===== src/rtl/apb_master.sv =====
// APB requester: converts a valid/ready command stream into APB SETUP/ACCESS transfers
// and returns a one-cycle response pulse carrying read data, slave error or watchdog timeout.
module apb_master #(
    parameter int unsigned ADDR_WIDTH = 5,
    parameter int unsigned DATA_WIDTH = 32,
    parameter int unsigned TIMEOUT    = 16
) (
    input  logic                  pclk,
    input  logic                  presetn,
    input  logic                  cmd_valid,
    output logic                  cmd_ready,
    input  logic                  cmd_write,
    input  logic [ADDR_WIDTH-1:0] cmd_addr,
    input  logic [DATA_WIDTH-1:0] cmd_wdata,
    output logic                  rsp_valid,
    output logic [DATA_WIDTH-1:0] rsp_rdata,
    output logic                  rsp_err,
    output logic                  rsp_timeout,
    output logic                  busy,
    output logic                  psel,
    output logic                  penable,
    output logic                  pwrite,
    output logic [ADDR_WIDTH-1:0] paddr,
    output logic [DATA_WIDTH-1:0] pwdata,
    input  logic [DATA_WIDTH-1:0] prdata,
    input  logic                  pready,
    input  logic                  pslverr
);

    typedef enum logic [1:0] {StIdle, StSetup, StAccess} state_e;

    localparam logic [7:0] WaitMax = 8'(TIMEOUT - 1);

    state_e                  state_q;
    logic [7:0]              wait_cnt_q;
    logic                    psel_q;
    logic                    penable_q;
    logic                    pwrite_q;
    logic [ADDR_WIDTH-1:0]   paddr_q;
    logic [DATA_WIDTH-1:0]   pwdata_q;
    logic                    rsp_valid_q;
    logic [DATA_WIDTH-1:0]   rsp_rdata_q;
    logic                    rsp_err_q;
    logic                    rsp_timeout_q;

    always_ff @(posedge pclk or negedge presetn) begin
        if (!presetn) begin
            state_q       <= StIdle;
            wait_cnt_q    <= '0;
            psel_q        <= 1'b0;
            penable_q     <= 1'b0;
            pwrite_q      <= 1'b0;
            paddr_q       <= '0;
            pwdata_q      <= '0;
            rsp_valid_q   <= 1'b0;
            rsp_rdata_q   <= '0;
            rsp_err_q     <= 1'b0;
            rsp_timeout_q <= 1'b0;
        end else begin
            rsp_valid_q <= 1'b0;
            unique case (state_q)
                StIdle: begin
                    if (cmd_valid) begin
                        pwrite_q  <= cmd_write;
                        paddr_q   <= cmd_addr;
                        pwdata_q  <= cmd_write ? cmd_wdata : '0;
                        psel_q    <= 1'b1;
                        penable_q <= 1'b0;
                        state_q   <= StSetup;
                    end
                end
                StSetup: begin
                    penable_q  <= 1'b1;
                    wait_cnt_q <= '0;
                    state_q    <= StAccess;
                end
                StAccess: begin
                    if (pready) begin
                        rsp_valid_q   <= 1'b1;
                        rsp_rdata_q   <= pwrite_q ? '0 : prdata;
                        rsp_err_q     <= pslverr;
                        rsp_timeout_q <= 1'b0;
                        psel_q        <= 1'b0;
                        penable_q     <= 1'b0;
                        state_q       <= StIdle;
                    end else if (wait_cnt_q == WaitMax) begin
                        // Watchdog abort: the slave never answered within the budget.
                        rsp_valid_q   <= 1'b1;
                        rsp_rdata_q   <= '0;
                        rsp_err_q     <= 1'b1;
                        rsp_timeout_q <= 1'b1;
                        psel_q        <= 1'b0;
                        penable_q     <= 1'b0;
                        state_q       <= StIdle;
                    end else begin
                        wait_cnt_q <= wait_cnt_q + 8'd1;
                    end
                end
                default: begin
                    psel_q    <= 1'b0;
                    penable_q <= 1'b0;
                    state_q   <= StIdle;
                end
            endcase
        end
    end

    assign cmd_ready   = (state_q == StIdle);
    assign busy        = (state_q != StIdle);
    assign psel        = psel_q;
    assign penable     = penable_q;
    assign pwrite      = pwrite_q;
    assign paddr       = paddr_q;
    assign pwdata      = pwdata_q;
    assign rsp_valid   = rsp_valid_q;
    assign rsp_rdata   = rsp_rdata_q;
    assign rsp_err     = rsp_err_q;
    assign rsp_timeout = rsp_timeout_q;

endmodule


===== config.mk =====
export PLATFORM = sky130hd
export DESIGN_NAME = apb_master
export DESIGN_NICKNAME = d
export VERILOG_FILES = /design/src/rtl/apb_master.sv
export SDC_FILE = /design/constraint.sdc
export NUM_CORES = 1
export LEC_CHECK = 0
export ABC_AREA = 1
export BUFFER_PORTS_ARGS = -buffer_cell sky130_fd_sc_hd__buf_2
export CORE_UTILIZATION = 51
export CTS_CLUSTER_SIZE = 25
export DETAILED_ROUTE_END_ITERATION = 6
export PLACE_DENSITY_LB_ADDON = 0.2
export SETUP_SLACK_MARGIN = 0.1
export SYNTH_ARGS = -nofsm -noshare
export SYNTH_HDL_FRONTEND = slang
export SYNTH_SLANG_ARGS = --single-unit
export TNS_END_PERCENT = 10

===== constraint.sdc =====
create_clock -name pclk -period 2.82 [get_ports pclk]
set_clock_uncertainty 0.05 [all_clocks]
set_input_delay 0.282 -clock pclk [delete_from_list [all_inputs] [get_ports pclk]]
set_output_delay 0.282 -clock pclk [all_outputs]
set_load 0.02 [all_outputs]

==> Yosys cells after proc, flatten, opt, wreduce, memory -nomap -nowiden <==
Cells that the tools add are included.
{ "op_classes": {"muxes": 23, "eq_ne": 7, "n_mul": 0, "div_mod_pow": 0, "addsub": 1, "magnitude_cmp": 0, "n_reduce_logical": 9, "n_bitwise": 1, "shifts": 0} }
{ "ops": {"columns": ["cell", "n"], "rows": [
  ["two-way mux 32 bit", 4],
  ["two-way mux 8 bit", 2],
  ["one-hot mux 8 bit (2 select lines)", 1],
  ["two-way mux 1 bit", 10],
  ["adder 8 x 1 -> 8 bit, second input constant", 1],
  ["== test 8 x 4 -> 1 bit, second input constant", 1],
  ["two-way mux 2 bit", 3],
  ["!= test 2 bit, second input constant", 3],
  ["one-hot mux 1 bit (3 select lines)", 2],
  ["one-hot mux 2 bit (3 select lines)", 1],
  ["AND reduction 2 bit", 3],
  ["AND reduction 3 bit", 2],
  ["nonzero test 2 bit", 3],
  ["!= test 3 bit, second input constant", 1],
  ["== test 2 x 1 -> 1 bit, second input constant", 1],
  ["== test 2 bit, second input constant", 1],
  ["zero test 2 bit", 1],
  ["NOT 1 bit", 1]
]} }
{ "totals": {"mem_count": 0, "in_bits": 75, "word_cells": 52, "romBits": 0, "latchBits": 0, "ff_bits": 85, "ram_bits": 0} }

==> Logic depth before layout (Yosys ltp) <==
{ "depth": {"depth_word": 4, "depth_mapped": 9} }

==> Worst setup path before layout <==
No wires, ideal clock.
{ "synth_timing": {"kind": "register to register", "start": "register state_q[1]", "end": "register pwdata_q[10] (netlist: pwdata[10])", "synth_period_minus_slack_ps": 1630, "stages_incl_launch_ff": 6, "t_required_ps": 2639, "slack_ps": 1190, "t_arrival_ps": 1449, "setup_ps": 131, "path_buffers": 1, "cell_sequence": "dfrtp_1 nor2_1 nand2_1 clkbuf_1 nand2_1 o21ai_0"} }
{ "synth_via": {"elab_chain_cells": 2} }
{ "synth_rtl": {"columns": ["element", "line", "rtl"], "rows": [
  ["start, declared", "34", "state_e state_q;"],
  ["start signal, assigned", "48", "state_q <= StIdle;"],
  ["start signal, assigned", "69", "state_q <= StSetup;"],
  ["start signal, assigned", "75", "state_q <= StAccess;"],
  ["zero test 2 bit", null, null],
  ["named net cmd_ready", "11", "output logic cmd_ready,"],
  ["AND reduction 2 bit (no source line)", null, null],
  ["end signal, assigned", "66", "pwdata_q <= cmd_write ? cmd_wdata : '0;"],
  ["end, declared", "40", "logic [DATA_WIDTH-1:0] pwdata_q;"]
]} }
The timed path passes the listed nets, and every way through them passes these cells.
A chain may end at the register's enable or synchronous reset.

==> Worst setup path in the final report <==
{ "layout_timing": {"start": "register state_q[1]", "end": "register pwdata_q[23] (netlist: pwdata[23])"} }
{ "layout_via": {"elab_chain_cells": 2} }
{ "layout_rtl": {"columns": ["element", "line", "rtl"], "rows": [
  ["zero test 2 bit", "61", "unique case (state_q)"],
  ["AND reduction 2 bit (no source line)", null, null]
]} }
Every way passes these cells.

==> summary.txt <==
Floorplan
  – Die Width: 84.4 um
  – I/O pin cnt: 152
  – Floorplan die area: 7120 sq um
  – Core Region: 6460 sq um
  – Die height: 84.4 um
  – Placement row count: 29
  – Initial core utilization: 0.536

Route
  – Via/cell ratio: 4.74
  – TritonRoute pass-1 iters: 7
  – WL per Instance: 12.3 um
  – Routed Antenna Nets: 0
  – DRC: 8
  – Detailed-route via count: 2984
  – 1st-iter DRT viols: 145
  – Total Wirelength: 7750 um

Yosys
  – #FFs+latches synth: 84
  – Post-synthesis cell area: 3460 sq um
  – Yosys warnings: 0
  – Syn avg cell area: 8.64 sq um
  – Unique masters post-synth: 23
  – Cells after Synth: 401
  – Net Count, Synth: 477
  – Post-synthesis sequential area ratio: 0.607

STA
  – Slew Viols, Final: 0
  – Final setup fails: 0
  – Final hold violations: 0
  – Final setup TNS: 0 ns
  – Setup WS post-layout: 1.05 ns
  – Minimum clock period after layout: 1.77 ns
  – Slew of the pin with the lowest slew margin: 0.666 ns
  – Slew HR: 0.555
  – RSZ-0062 raised after global routing: false
  – Fmax: 566 MHz
  – Period Utilization, post-route: 0.626

Finish
  – Design area: 4480 sq um
  – Antenna diodes: 0
  – Layout area overhead: 29.3%
  – Filler instances: 556
  – Multi-input gate area: 1220 sq um
  – Final net count: 625
  – Util after Layout: 0.694
  – Reg area: 2100 sq um
  – Layout cells sized above 1: 0.337
  – Most frequent cells in the layout: nand2_1, buf_2, dfrtp_1
  – Most common cell after layout, fill and taps aside: nand2_1

Worst setup path
  – CP max FO: 39
  – Buffers and inverters on the worst path: 1
  – CP Launch Type: register
  – Crit-path cells: nor2_1, nand2_2, buf_4, nand2_1, o21ai_0
  – Worst path top cell family by delay: simple AND/OR/NAND/NOR gates
  – Setup CP Type: reg2reg
  – Crit. End Element: register
  – CP max stage cell: dfrtp_1
  – Worst EP required: 2.99 ns
  – WP data arrival: 1.93 ns
  – CP peak stage delay: 0.43 ns

Clock network
  – CTS tree: yes
  – Post CTS Setup Buffer Count: 0
  – Clock Tree Buf Depth: 2
  – Root buf cell: clkbuf_8
  – H-tree depth reported by CTS: 3
  – Clock latency at the later pin of the worst-skew pair: 0.35 ns
  – Worst-path clk slew: 0.08 ns
  – Hold-fix buffers, CTS: 1
  – Clk sinks: 84
  – Inserted Clock Buffers: 9
  – Resized Gates After CTS: 0

Global route
  – Overflow after GRT: 0
  – Pin count of the biggest net entering global routing: 46
  – Vias in the first global route: 2761
  – Antenna violations before repair: 0
  – First-pass GRT wire length: 12800 um
  – Total Routing Usage GR: 0.230
  – Gr busiest metal: met2
  – Met3 Use GR: 0.0708
  – Met2 Track Usage GR: 0.361
  – GRT met1 Usage: 0.301

Outcome
  – Status: finished, violations left
  – Failing checks: DRC

Run
  – Max Cap Viol: 0

Placement
  – Area after DPL: 4260 sq um
  – Pre-CTS WS: 1.06 ns
  – # port buffers: 151
  – Final HPWL DP: 5520 um
  – GPL Wtd Cong: 0.754

Power and ir drop
  – Worst vdd ir: 0.000544 V
  – Total chip power: 4910 uW
  – PD cells: 1100 nW/um^2
  – Lkg Pwr: 0.00259 uW

Min path
  – Hold Crit Class: in2reg
## area by class of cell
cell class | instances | share of cell area
sequential | 84 | 0.469
clock buffer | 10 | 0.0307
multi-input combinational | 287 | 0.273
clock inverter | 4 | 0.0168
inverter | 13 | 0.0115
tap | 77 | 0.0215
timing repair buffer | 154 | 0.178
## state kept, by name, indices dropped and copies added (netlist names), 2 cells and up
signal      cells
paddr           5
pwdata         32
rsp_rdata      32
state_q         2
wait_cnt_q      8
## worst register-to-register path, delay by kind of cell (launching register included)
family / cells / cell delay (ns)
DFF: 1 / 0.43
AOI/OAI and AO/OA: 1 / 0.09
and+or+nand+nor: 3 / 0.67
buffers and inverters: 1 / 0.39
## kinds of logic (layout without fill, tap and decap cells)
kind of cell               after synthesis  after routing  synth area share
and+or+nand+nor                        249            249             0.294
DFF                                     84             84             0.607
AOI/OAI and AO/OA                       37             37            0.0542
buffers and inverters                   30            181            0.0412
adders and majority gates                1              1           0.00361
## path summary, 6_finish.rpt
path | startpoint | endpoint | slack (ns) | cells after the start
hold / removal | cmd_addr[4] | paddr[4] | 0.07 | 3
setup / recovery | state_q[1] | pwdata[23] | 1.05 | 5
min in group asynchronous | presetn | rsp_rdata[8] | 0.42 | 2
setup reg to reg | state_q[1] | pwdata[23] | 1.05 | 5
hold reg to reg | rsp_rdata[24] | rsp_rdata[24] | 0.42 | 2
max in group asynchronous | presetn | pwdata[27] | 1.70 | 3
## per-stage QoR
step                      instances  hold slack [ns]
after global routing            629           0.0700
after detailed placement        614            0.274
after global placement          614            0.263
after floorplan                 401          -0.0636
after CTS                       629           0.0646
final                           629           0.0719
## layer usage
layer  share of wire  wire length (um)
met1            0.44              3400
met3           0.078               605
met5               0                 0
met2            0.47              3610
met4           0.017               128
## synthesized netlist by cell type
| library cell | number | share of area |
|---|---|---|
| ha_1 | 1 | 0.0036 |
| buf_6 | 3 | 0.0098 |
| clkbuf_1 | 10 | 0.011 |
| nor2_4 | 3 | 0.0098 |
| nand2_1 | 212 | 0.23 |
| nor2_2 | 3 | 0.0054 |
| nor2_1 | 13 | 0.014 |
| nand2_2 | 6 | 0.011 |
| o21ai_0 | 33 | 0.048 |
| nor3b_1 | 1 | 0.0022 |
| nand2_4 | 2 | 0.0065 |
| inv_2 | 1 | 0.0011 |
| inv_4 | 1 | 0.0018 |
| inv_1 | 10 | 0.011 |
| or2_2 | 1 | 0.0018 |
| clkinv_1 | 1 | 0.0011 |
| nand3b_1 | 1 | 0.0022 |
| nand3_1 | 6 | 0.0087 |
| o21bai_1 | 1 | 0.0022 |
| dfrtp_1 | 84 | 0.61 |
| nand3_2 | 1 | 0.0029 |
| a21oi_1 | 3 | 0.0043 |
| buf_2 | 4 | 0.0058 |
## report_power, final
group          total (uW)  switching [uW]  internal (uW)
Clock                 925             412            513
Combinational        2000            1370            632
Sequential           1980             280           1700
(Power assumes the default switching activity.)
